`src/rtl/keypad_scanner.sv`:
```
// 4x4 matrix keypad scanner: one active-low column at a time, 2-flop row sync,
// whole-frame debounce, one-cycle key_valid pulse per accepted press.
module keypad_scanner #(
  parameter int CLK_DIV  = 1000,
  parameter int DEBOUNCE = 4
) (
  input  logic       clk,
  input  logic       rstn,
  input  logic [3:0] row_n,
  output logic [3:0] col_n,
  output logic       key_valid,
  output logic [3:0] key_code,
  output logic       key_held
);

  localparam int DW = (CLK_DIV > 1) ? $clog2(CLK_DIV) : 1;
  localparam logic [DW-1:0] DIV_LAST = DW'(CLK_DIV - 1);
  localparam logic [3:0]    DB       = 4'(DEBOUNCE);

  typedef enum logic [1:0] {CLS_NONE, CLS_SINGLE, CLS_MULTI} cls_t;
  typedef enum logic {IDLE, PRESSED} state_t;

  logic [3:0]    sync1, sync2;
  logic [DW-1:0] div;
  logic [1:0]    col;
  logic [1:0]    acc_cnt;
  logic [3:0]    acc_key;
  cls_t          prev_cls;
  logic [3:0]    prev_key;
  logic [3:0]    stab;
  state_t        state;

  logic       tick;
  logic [2:0] col_cnt;
  logic [1:0] row_idx;
  logic [1:0] base_cnt;
  logic [2:0] sum;
  logic [1:0] frame_cnt;
  logic [3:0] frame_key;
  cls_t       cur_cls;
  logic       same;
  logic [3:0] stab_nxt;
  logic       accept;

  // Key count per frame saturates at 2: only NONE/SINGLE/MULTI matter.
  always_comb begin
    tick    = (div == DIV_LAST);
    col_cnt = '0;
    row_idx = '0;
    for (int unsigned r = 0; r < 4; r++) begin
      if (!sync2[r]) begin
        col_cnt = col_cnt + 3'd1;
        row_idx = 2'(r);
      end
    end
    base_cnt  = (col == 2'd0) ? 2'd0 : acc_cnt;
    sum       = {1'b0, base_cnt} + col_cnt;
    frame_cnt = (sum > 3'd2) ? 2'd2 : sum[1:0];
    frame_key = (base_cnt == 2'd0 && col_cnt != 3'd0) ? {row_idx, col} : acc_key;
    case (frame_cnt)
      2'd0:    cur_cls = CLS_NONE;
      2'd1:    cur_cls = CLS_SINGLE;
      default: cur_cls = CLS_MULTI;
    endcase
    same     = (cur_cls == prev_cls) && (cur_cls != CLS_SINGLE || frame_key == prev_key);
    stab_nxt = !same ? 4'd1 : ((stab >= DB) ? stab : stab + 4'd1);
    // Fires only on the frame where the count first reaches DEBOUNCE.
    accept   = (stab_nxt == DB) && !(same && stab == DB);
  end

  always_ff @(posedge clk or negedge rstn) begin
    if (!rstn) begin
      sync1     <= '1;
      sync2     <= '1;
      div       <= '0;
      col       <= '0;
      col_n     <= 4'b1110;
      acc_cnt   <= '0;
      acc_key   <= '0;
      prev_cls  <= CLS_NONE;
      prev_key  <= '0;
      stab      <= '0;
      state     <= IDLE;
      key_valid <= 1'b0;
      key_code  <= '0;
      key_held  <= 1'b0;
    end else begin
      sync1     <= row_n;
      sync2     <= sync1;
      key_valid <= 1'b0;
      if (tick) begin
        div     <= '0;
        col     <= col + 2'd1;
        col_n   <= ~(4'b0001 << (col + 2'd1));
        acc_cnt <= frame_cnt;
        acc_key <= frame_key;
        if (col == 2'd3) begin
          prev_cls <= cur_cls;
          prev_key <= frame_key;
          stab     <= stab_nxt;
          case (state)
            IDLE: begin
              if (accept && cur_cls == CLS_SINGLE) begin
                key_code  <= frame_key;
                key_valid <= 1'b1;
                key_held  <= 1'b1;
                state     <= PRESSED;
              end
            end
            PRESSED: begin
              if (accept && cur_cls == CLS_NONE) begin
                key_held <= 1'b0;
                state    <= IDLE;
              end
            end
            default: state <= IDLE;
          endcase
        end
      end else begin
        div <= div + 1'b1;
      end
    end
  end

endmodule

```
`config.mk`:
```
export PLATFORM = sky130hd
export DESIGN_NAME = keypad_scanner
export DESIGN_NICKNAME = d
export VERILOG_FILES = /design/src/rtl/keypad_scanner.sv
export SDC_FILE = /design/constraint.sdc
export NUM_CORES = 1
export LEC_CHECK = 0
export CORE_ASPECT_RATIO = 0.75
export CORE_MARGIN = 2
export CORE_UTILIZATION = 53
export DETAILED_ROUTE_END_ITERATION = 16
export PLACE_DENSITY = 0.76
export SKIP_LAST_GASP = 1
export SYNTH_ARGS = -nofsm -noshare
export SYNTH_HDL_FRONTEND = slang
export SYNTH_SLANG_ARGS = --single-unit
```
`constraint.sdc`:
```
create_clock -name clk -period 4.35 [get_ports clk]
set_input_delay 0.435 -clock clk [delete_from_list [all_inputs] [get_ports clk]]
set_output_delay 0.435 -clock clk [all_outputs]
set_load 0.005 [all_outputs]
```
==> run metrics <==
status completed; fraction of the mapped netlist area in adder cells under 10%; critical setup path kind reg2reg; Port Buffers 15; area grow syn2layout 15.5%; Initial DRC Count 82; site row count 21; simple-gate portion of the synthesized area ~16%; register area 0.00119 mm²; Mapped Cells 220; mux share of post-synthesis cell area 5.25%; Async SR Flop Fraction 100%; Tot GR Track Use 19.0%; setup_tns 0 ns; Critical Path AT 4.36 ns; crit share post-route 96.5%; share of cells above drive strength 1 between 15 and 20%; area of the mapped netlist 0.00238 mm²; XOR/XNOR Fraction of Synth Area 6.82%; Synth area leaders dfrtp_1 (38%), dfstp_2 (12%), ha_1 (6.3%); commonest non-fill, non-tap cell in the layout dfrtp_1; Synth Flop Type dfrtp_1; fin nets 259; Hold-fix buffers, CTS 0; Ys Warns 0; antenna cells 0; critical path's slowest cell dfstp_2; syn nets 239; Die X 81.4 µm; EDFF count, synth 0; most frequent cells in the layout dfrtp_1 (36), nand2_1 (19), o21ai_0 (17), inv_1 (16), nor2_1 (15); clk buf depth 2; Synth Area in Compound Gates 10.7%; fin util between 60 and 70%; Worst path most repeated cell inv_1; Worst Path Required 4.51 ns; # fillers 360; CTS Buf Count 5; Syn Area/Cell around 11 µm²; CP startpoint kind flop; Leak between 0.001 and 0.0015 µW; post-synthesis sequential area ratio 49.9%; unrepaired setup endpoints after global routing no; via count 1584; clk sinks 47; Detailed Route WL around 4.4 mm; hold crit path type in2async; Final Hold Fails 0; pwr/cell area between 300 and 400 mW/mm²; CP Cell Sequence inv_1, ha_4, nand2b_1, and2_1, ha_1, and2b_2, a31o_4, inv_1, fa_1, xor3_1, nand2b_4, a211o_1, or4_4, o32a_4, or3_4, mux2i_1; clk slew on worst S/H paths 0.09 ns; Worst VDD drop 0.193 mV; Slew headroom 33.6%; Buffers & Inverters on Critical Path 2; starting density of the core 54.3%; DRC viols 0; slowest cell delay on critical path ~0.54 ns; final count of negative-setup-slack endpoints 0; top achievable clock speed 238 MHz; Core ar. about 0.0044 mm²; Crit Path Max Fanout 5; Yosys cell types 49; crit path capture type flop; root buf cell clkbuf_8; io pins 16; global placement routability congestion roughly 0.79; Detailed Place HPWL 3.02 mm; delay-heaviest family, CP simple AND/OR/NAND/NOR gates; Synth area leader dfrtp_1; worst clock skew 0.00853 ns; max-slew violation count 0; Routed Antenna Nets 0; vias per cell about 5.3; multi-input logic area between 0.001 and 0.0015 mm²; clock tree from TritonCTS built; largest net degree at the start of global routing 48; fin crit period 4.20 ns; Max-cap violations 0; Die ar. 0.00506 mm²; H-tree levels 2; drt pass-1 iters 4; main combinational cell family by area after synthesis simple AND/OR/NAND/NOR gates; first-pass GRT wire length ~7 mm; Least-Margin Pin Slew 0.997 ns; wire length per cell 14.6 µm; vias in the first global route 1413; Die Y 62.1 µm; Yosys top cell area share 37.8%; GR Overflow Total 0; antenna violations before repair 0; insertion delay to the later sink of the worst-skew pair approximately 0.3 ns; flops & latches, synth 47
## metrics by stage
step	cells	instance area (µm²)	power, µW	hold WS, ns	worst slack [ns]
after global placement	288	2600	541	0.345	0.137
after floorplan	220	2400	516	0.139	0.140
final	298	2750	839	0.294	0.151
after CTS	296	2710	840	0.329	0.0592
after global routing	298	2750	883	0.355	0.0297
after detailed placement	288	2600	544	0.347	0.0172
## cell usage after synthesis (4+ instances only)
master / number
nor3_1: 4
dfstp_2: 11
o21ai_0: 17
nand2_1: 19
nor2_1: 15
ha_1: 12
mux2i_1: 8
inv_1: 16
xnor2_1: 7
a21oi_1: 6
mux2_2: 4
clkbuf_1: 4
xor2_1: 7
nand2b_1: 4
dfrtp_1: 36
## cell type report
type,count,area share [%]
repair buffers,18,6.09
clock inverters,2,0.500
clock buffers,6,3.41
multi-input cells,152,42.0
well taps,57,2.59
flip-flops and latches,47,43.2
inverters,16,2.18
## worst register-to-register path, delay by kind of cell (launching register included)
kind	cells	cell delay (ns)
buffers and inverters	2	0.12
XOR/XNOR	1	0.19
AO/OA/AOI/OAI	3	0.73
adder cells (fa/ha/maj)	3	0.82
AND/OR/NAND/NOR	6	1.51
multiplexers	1	0.14
flip-flops	1	0.54
## registers in the layout, indices dropped and copies added (netlist names), 4 cells and up
| signal | flops |
|---|---|
| sync2 | 4 |
| div | 10 |
| col_n | 4 |
| prev_key | 4 |
| key_code | 4 |
| sync1 | 4 |
| acc_key | 4 |
| stab | 4 |
## power by group
part / switching (µW) / internal (µW) / leakage [µW]
Clock: 147 / 148 / 0.0000563
Sequential: 3.11 / 444 / 0.000604
Combinational: 53.6 / 43.6 / 0.000585
## worst paths after layout
kind                            cells past startpoint      from  slack, ns           to
worst max-delay path                               16  sync2[1]       0.15  key_code[3]
worst min-delay path                                1      rstn       0.29        state
worst max register to register                     16  sync2[1]       0.15  key_code[3]
worst min register to register                      0  sync1[3]       0.36     sync2[3]
max in group asynchronous                           1      rstn       3.44   acc_key[2]
min in group clk                                    0  sync1[3]       0.36     sync2[3]
## metal layers
metal / part of all wire, % / GRT usage, %
met5: 0 / 0
met4: 1.4 / 6.78
met3: 5.1 / 5.92
met2: 43 / 26.2
met1: 51 / 28.3
## what timing repair did
item | 4_1_cts | 5_1_grt
gates cloned | 0 | 1
setup buffers | 0 | 1
setup endpoints to repair | 1 | 5
gates resized for setup | 1 | 4
pin swaps | 0 | 1
hold endpoints to repair | 0 | 0
## kinds of logic after synthesis
logic type                 count (synthesis)
DFF                                       47
muxes                                     12
xor gates and xnor gates                  16
AOI/OAI and AO/OA                         38
buffers and inverters                     22
adders and majority gates                 13
and+or+nand+nor                           72
No activity file was read; power rests on OpenSTA's default activity.
